**src/rtl/regfile_pkg.sv**
```systemverilog
// ----------------------------------------------------------------------------
// regfile_pkg
// Shared defaults and helpers for the falling-edge register file and its
// busy-bit scoreboard.
//   DEFAULT_WIDTH : data bits per register
//   DEFAULT_DEPTH : number of registers
//   clog2()       : ceiling log2, used to size address ports
// ----------------------------------------------------------------------------
package regfile_pkg;

    localparam int DEFAULT_WIDTH = 32;
    localparam int DEFAULT_DEPTH = 32;

    // Ceiling log2 for elaboration-time sizing; values <= 1 return 0.
    function automatic int clog2(input int value);
        int result;
        result = 0;
        for (int i = 0; i < 31; i++) begin
            if ((1 << i) < value) begin
                result = i + 1;
            end
        end
        return result;
    endfunction

endpackage : regfile_pkg

```
**src/rtl/neg_scoreboard.sv**
```systemverilog
// ----------------------------------------------------------------------------
// neg_scoreboard
// DEPTH busy bits updated on the falling edge of clk. A set and a clear that
// hit the same bit on one edge leave it set (the new reservation wins).
// Ports:
//   clk, rst_n        : clock (falling-edge active), async active-low reset
//   i_set_en/i_set_addr : mark a register busy
//   i_clr_en/i_clr_addr : mark a register free
//   i_lk_a/i_lk_b     : lookup addresses -> o_busy_a/o_busy_b (combinational)
//   o_set_conflict    : i_set_en while the target bit is already busy
// ----------------------------------------------------------------------------
module neg_scoreboard
    import regfile_pkg::*;
#(
    parameter int DEPTH = DEFAULT_DEPTH,
    localparam int AW   = clog2(DEPTH)
) (
    input  logic          clk,
    input  logic          rst_n,
    input  logic          i_set_en,
    input  logic [AW-1:0] i_set_addr,
    input  logic          i_clr_en,
    input  logic [AW-1:0] i_clr_addr,
    input  logic [AW-1:0] i_lk_a,
    input  logic [AW-1:0] i_lk_b,
    output logic          o_busy_a,
    output logic          o_busy_b,
    output logic          o_set_conflict
);

    logic [DEPTH-1:0] w_busy;

    genvar gi;
    generate
        for (gi = 0; gi < DEPTH; gi++) begin : g_bit
            logic r_busy;
            logic w_set;
            logic w_clr;

            assign w_set = i_set_en && (i_set_addr == AW'(gi));
            assign w_clr = i_clr_en && (i_clr_addr == AW'(gi));

            // Set is tested first so a same-edge reserve beats the write-back clear.
            always_ff @(negedge clk or negedge rst_n) begin
                if (!rst_n) begin
                    r_busy <= 1'b0;
                end else if (w_set) begin
                    r_busy <= 1'b1;
                end else if (w_clr) begin
                    r_busy <= 1'b0;
                end
            end

            assign w_busy[gi] = r_busy;
        end
    endgenerate

    assign o_busy_a       = w_busy[i_lk_a];
    assign o_busy_b       = w_busy[i_lk_b];
    assign o_set_conflict = i_set_en & w_busy[i_set_addr];

endmodule : neg_scoreboard

```
**src/rtl/neg_regfile.sv**
```systemverilog
// ----------------------------------------------------------------------------
// neg_regfile
// DEPTH x WIDTH register file with byte-enabled writes, two combinational read
// ports and a busy-bit scoreboard. All state changes on the falling edge of
// clk; rst_n clears everything asynchronously.
// Optional feature: define NEG_REGFILE_ZERO_REG_EN to hard-wire register 0
// (reads 0, writes and reservations to address 0 dropped, busy[0] stays 0).
// Ports:
//   clk, rst_n              : clock (falling-edge active), async active-low reset
//   we, waddr, wdata, wbe   : write port with per-byte enables; also frees busy[waddr]
//   raddr_a/b -> rdata_a/b  : combinational reads
//   rsv_en, rsv_addr        : reserve a destination register (sets busy)
//   busy_a/b                : busy[raddr_a] / busy[raddr_b]
//   rsv_conflict            : rsv_en while busy[rsv_addr] is already set
// ----------------------------------------------------------------------------
module neg_regfile
    import regfile_pkg::*;
#(
    parameter int WIDTH = DEFAULT_WIDTH,
    parameter int DEPTH = DEFAULT_DEPTH,
    localparam int AW   = clog2(DEPTH)
) (
    input  logic               clk,
    input  logic               rst_n,
    input  logic               we,
    input  logic [AW-1:0]      waddr,
    input  logic [WIDTH-1:0]   wdata,
    input  logic [WIDTH/8-1:0] wbe,
    input  logic [AW-1:0]      raddr_a,
    input  logic [AW-1:0]      raddr_b,
    output logic [WIDTH-1:0]   rdata_a,
    output logic [WIDTH-1:0]   rdata_b,
    input  logic               rsv_en,
    input  logic [AW-1:0]      rsv_addr,
    output logic               busy_a,
    output logic               busy_b,
    output logic               rsv_conflict
);

    localparam int NB = WIDTH / 8;

`ifdef NEG_REGFILE_ZERO_REG_EN
    localparam bit ZERO_REG = 1'b1;
`else
    localparam bit ZERO_REG = 1'b0;
`endif

    generate
        if ((WIDTH % 8) != 0 || WIDTH < 8) begin : g_bad_width
            $error("neg_regfile: WIDTH (%0d) must be a non-zero multiple of 8", WIDTH);
        end
        if (DEPTH < 2 || (1 << AW) != DEPTH) begin : g_bad_depth
            $error("neg_regfile: DEPTH (%0d) must be a power of two >= 2", DEPTH);
        end
    endgenerate

    // ------------------------------------------------------------------
    // Byte-enable expansion: one mask bit per data bit.
    // ------------------------------------------------------------------
    logic [WIDTH-1:0] w_wmask;

    genvar gi;
    generate
        for (gi = 0; gi < NB; gi++) begin : g_mask
            assign w_wmask[gi*8 +: 8] = {8{wbe[gi]}};
        end
    endgenerate

    // ------------------------------------------------------------------
    // Storage. Each register lives in its own generate scope so every
    // flop group has exactly one driving process; w_words gathers them
    // for the read muxes.
    // ------------------------------------------------------------------
    logic [WIDTH-1:0] w_words [DEPTH];

    generate
        for (gi = 0; gi < DEPTH; gi++) begin : g_reg
            if (ZERO_REG && gi == 0) begin : g_zero
                assign w_words[gi] = '0;
            end else begin : g_store
                logic [WIDTH-1:0] r_word;
                logic             w_hit;

                assign w_hit = we && (waddr == AW'(gi));

                // Unselected bytes keep their old value; wbe == 0 is a no-op.
                always_ff @(negedge clk or negedge rst_n) begin
                    if (!rst_n) begin
                        r_word <= '0;
                    end else if (w_hit) begin
                        r_word <= (r_word & ~w_wmask) | (wdata & w_wmask);
                    end
                end

                assign w_words[gi] = r_word;
            end
        end
    endgenerate

    assign rdata_a = w_words[raddr_a];
    assign rdata_b = w_words[raddr_b];

    // ------------------------------------------------------------------
    // Scoreboard. With the zero register hard-wired, reservations of
    // address 0 are dropped before they reach the busy bits, so busy[0]
    // can never be set and a conflict on address 0 can never be raised.
    // ------------------------------------------------------------------
    logic w_rsv_set;

    assign w_rsv_set = rsv_en && !(ZERO_REG && rsv_addr == '0);

    neg_scoreboard #(
        .DEPTH (DEPTH)
    ) u_scoreboard (
        .clk            (clk),
        .rst_n          (rst_n),
        .i_set_en       (w_rsv_set),
        .i_set_addr     (rsv_addr),
        .i_clr_en       (we),
        .i_clr_addr     (waddr),
        .i_lk_a         (raddr_a),
        .i_lk_b         (raddr_b),
        .o_busy_a       (busy_a),
        .o_busy_b       (busy_b),
        .o_set_conflict (rsv_conflict)
    );

endmodule : neg_regfile

```
**config.mk**
```make
export PLATFORM = sky130hd
export DESIGN_NAME = neg_regfile
export DESIGN_NICKNAME = d
export VERILOG_FILES = /design/src/rtl/regfile_pkg.sv /design/src/rtl/neg_scoreboard.sv /design/src/rtl/neg_regfile.sv
export SDC_FILE = /design/constraint.sdc
export NUM_CORES = 2
export LEC_CHECK = 0
export CAP_MARGIN = 30
export CORE_ASPECT_RATIO = 0.6
export CORE_UTILIZATION = 40
export DETAILED_ROUTE_END_ITERATION = 16
export SLEW_MARGIN = 20
export SYNTH_ARGS = -nofsm -noshare
export SYNTH_HDL_FRONTEND = slang
export SYNTH_SLANG_ARGS = --single-unit
```
**constraint.sdc**
```tcl
create_clock -name clk -period 2.82 [get_ports clk]
set_input_delay 0.564 -clock clk [delete_from_list [all_inputs] [get_ports clk]]
set_output_delay 0.564 -clock clk [all_outputs]
set_load 0.03 [all_outputs]
```
# Word-level counts from Yosys, hierarchy flattened
# Index checks and enable logic that the tools add are counted.
# word_totals
ff_bits	1056
wordCells	374
input_bits	60
# op_classes
bitwise	69
muxes	76
magnitude_cmp	5
reduce_logical	98
n_eq_ne	62
# op_table
cell	n
$and A32 B32 Y32	33
$or A32 B32 Y32	32
$bmux W32 S5	2
$eq A5 B5 Y1 const B	32
$mux W32	4
$eq A5 B4 Y1 const B	16
$mux W1	67
$logic_and A1 B1 Y1	64
$reduce_bool A2 Y1	32
$eq A5 B3 Y1 const B	8
$not A32 Y32	1
$eq A5 B2 Y1 const B	4
$lt A5 B6 Y1 const B	3
$bmux W1 S5	3
$ge A6 B6 Y1 const B	2
$not A5 Y6	2
$eq A5 B1 Y1 const B	2
$logic_not A5 Y1	2
$and A1 B1 Y1	1

# Logic depth before layout (Yosys ltp)
# depth
word_depth	4
ltp_mapped	6
depth_no_buf	4

# Cells and area by module
# Synthesis repeated with hierarchy kept, for this count alone.
# hier_totals
hier_cells	4831
hier_area_um2	57685.3
# by_module_without_submodules
mod	cells_per_inst	instances	area_each_um2	seq_area_each_um2
neg_regfile	4655	1	55632.1	25624.6
neg_scoreboard	176	1	2053.2	800.8

==> impl_metrics.py <==
metrics = {
    "synth": {
        "synth-edff-count": 0,
        "yosysWarningCount": 0,
        "synth_cells": 3374,
        "ys_types": 28,
        "synth_top_area_share_pct": 47.0,
        "yosysTopAreaCell": "dfrtn_1",
        "synth_area_leaders": "dfrtn_1 47%, mux4_2 27%, mux2_2 21%, clkbuf_1 1.3%, nand2_1 1.1%",
        "syn-num-nets": 3434,
        "ys_async_sr_fraction_pct": 100,
        "ys_ff_latch": 1056,
        "syn_area_um2": 56200,
        "synth_ff_type": "dfrtn_1",
        "seq_area_frac_synth_pct": 47.0,
        "syn_avg_cell_area_um2": 16.7,
    },
    "timing": {
        "tightestPinTransition_ps": 556,
        "setup_viol": 1091,
        "grt_setup_unrepaired": "yes",
        "setup_ws_ps": -1740,
        "fin_skew_ps": 0,
        "fin_tns_setup_ps": -247750,
        "slew_violations": 0,
        "finalHoldViolCount": 0,
        "relSlewSlack_pct": 62.8,
    },
    "setup_path": {
        "worstSetupPathType": "register to primary output",
        "crit_path_start_kind": "register",
        "cp_max_fo": 3,
        "crit_required_ps": 2260,
        "endpoint_kind": "primary output",
        "cp.arrival_ps": 4000,
    },
    "route": {
        "post_drt_wl_per_cell_um": 29.6,
        "met2WireLength_mm": 77.0,
        "wl_met1_mm": 81.2,
        "wl_mm": 173,
        "top_layer": "met4",
        "first_pass_iters": 13,
        "drt_iter0_markers": 2660,
        "wl_met3_mm": 10.7,
        "ant_nets": 0,
        "vias_per_cell": 6.04,
        "vias": 35276,
        "drc": 1,
    },
    "clock_tree": {
        "clk_latency_ps": 660,
        "cts_num_sinks": 1056,
        "holdBufCountCts": 0,
        "cts_tree": "done",
        "root_buffer": "clkbuf_16",
        "cts_buffers": 101,
        "path_clk_slew_ps": 50,
        "clk_path_buf_depth": 3,
        "htree_levels": 3,
    },
    "hold_path": {
        "hold_path_class": "register to register",
    },
    "layout": {
        "multiInputGateArea_um2": 30300,
        "fin_nets": 3926,
        "fillerInstances": 11369,
        "syn_to_final_growth_pct": 26.7,
        "final_cell_mix": "1,056 x dfrtn_1, 975 x mux2_2, 668 x mux4_2, 247 x buf_4, 227 x buf_12",
        "drive_above_1_share_pct": 68.7,
        "antennaDiodeCount": 0,
        "final_common_cell": "dfrtn_1",
        "register_area_um2": 26400,
    },
    "pwr": {
        "p_int_mw": 31.3,
        "combPwrFrac_pct": 21.5,
        "p_leak_nw": 31.8,
        "power_density_nw_per_um2": 601,
        "swShare_pct": 26.8,
        "p_total_mw": 42.8,
        "peakVddDrop_mv": 0.443,
        "pwr-share-clk_pct": 34.1,
        "power_switching_mw": 11.5,
        "seq_power_share_pct": 44.4,
    },
    "place": {
        "hpwl_mm": 118,
        "pre_cts_ws_ps": -1560,
        "portBuffers": 126,
        "place_congestion": 0.847,
    },
    "floorplanning": {
        "initial_core_util_pct": 40.3,
        "core_um2": 139000,
        "die_area_um2": 142000,
        "ios": 127,
        "fp-row-count": 106,
        "die_w_um": 486,
        "die_h_um": 292,
    },
    "global_route": {
        "antenna_found_initial": 1,
        "grt_pass1_wl_mm": 257,
        "grt.overflow.total": 0,
        "gr-usage-all-layers_pct": 24.6,
        "grt_max_degree": 65,
        "grt_pass1_vias": 36387,
    },
    "run_status": {
        "violations": "design-rule violations, negative setup slack",
        "outcome": "complete, but fails checks",
    },
    "job": {
        "maxCapViolations": 0,
    },
}
[cells by family (layout without fill, tap and decap cells)]
| group | Yosys count | count (layout) | synth area share (%) |
|---|---|---|---|
| AO/OA/AOI/OAI | 50 | 50 | 0.474 |
| buffers and inverters | 284 | 855 | 2.16 |
| flip-flops | 1056 | 1056 | 47.0 |
| multiplexers | 1763 | 1763 | 48.7 |
| AND/OR/NAND/NOR | 221 | 223 | 1.66 |
[area by class of cell]
type | count | area share [%]
inverters | 1 | 0.00527
clock buffers | 140 | 4.12
flip-flops and latches | 1056 | 37.1
clock inverters | 44 | 0.768
well taps | 1890 | 3.32
multi-input cells | 2036 | 42.6
repair buffers | 670 | 12.0
[cell usage after synthesis, types with 6 or more instances]
library cell and n:
o21ai_0 44, buf_6 6, mux2_2 1064, clkbuf_1 197, dfrtn_1 1056, nand4b_1 6, nor2_1 33, buf_1 23
mux2_1 26, buf_2 45, buf_4 12, mux4_2 668, nand2_1 159
[power by group through the flow]
stage          Combinational (mW)  Sequential, mW  Clock, mW
3_3_place_gp                 8.71            19.1          0
4_1_cts                      9.22            18.9       14.8
3_5_place_dp                 8.85            19.2          0
6_report                     9.20            19.0       14.6
5_1_grt                      9.73            19.3       15.5
2_1_floorplan                6.06            18.6          0
[layer usage]
layer | up-vias | GRT usage [%]
met5 | - | 0
met4 | 0 | 5.51
met3 | 212 | 4.63
met2 | 1070 | 36.0
met1 | 19570 | 37.8
li1 | 14424 | -
[through the flow]
step	hold WS [ps]	area (um2)	std cells	util [%]
after floorplan	436	57000	3374	-
after global placement	450	65700	5600	47.1
after detailed placement	458	65700	5600	47.1
after CTS	467	71000	5825	50.9
after global routing	471	71200	5837	51.1
final	468	71200	5837	51.1
[path summary, 6_finish.rpt]
kind                                               to  slack [ps]  cells after the start
setup / recovery                          rdata_b[12]       -1740                      4
hold / removal                               register         470                      1
hold reg to reg                              register         470                      1
max in group asynchronous  asynchronous set/reset pin         980                      3
min in group asynchronous  asynchronous set/reset pin        1220                      2
setup reg to reg                             register        1790                      3
[critical path, stage by stage (launching register included)]
cell and delay, ps:
dfrtn_1 370, mux4_2 550, mux4_2 520, mux2_4 330, buf_6 150
[timing repair]
action / CTS / global route
gates cloned: 2 / 0
setup buffers: 39 / 14
setup endpoints to repair: 1123 / 1083
resized for setup: 381 / 41
pin swaps: 24 / 11
No activity file was read; power rests on OpenSTA's default activity.
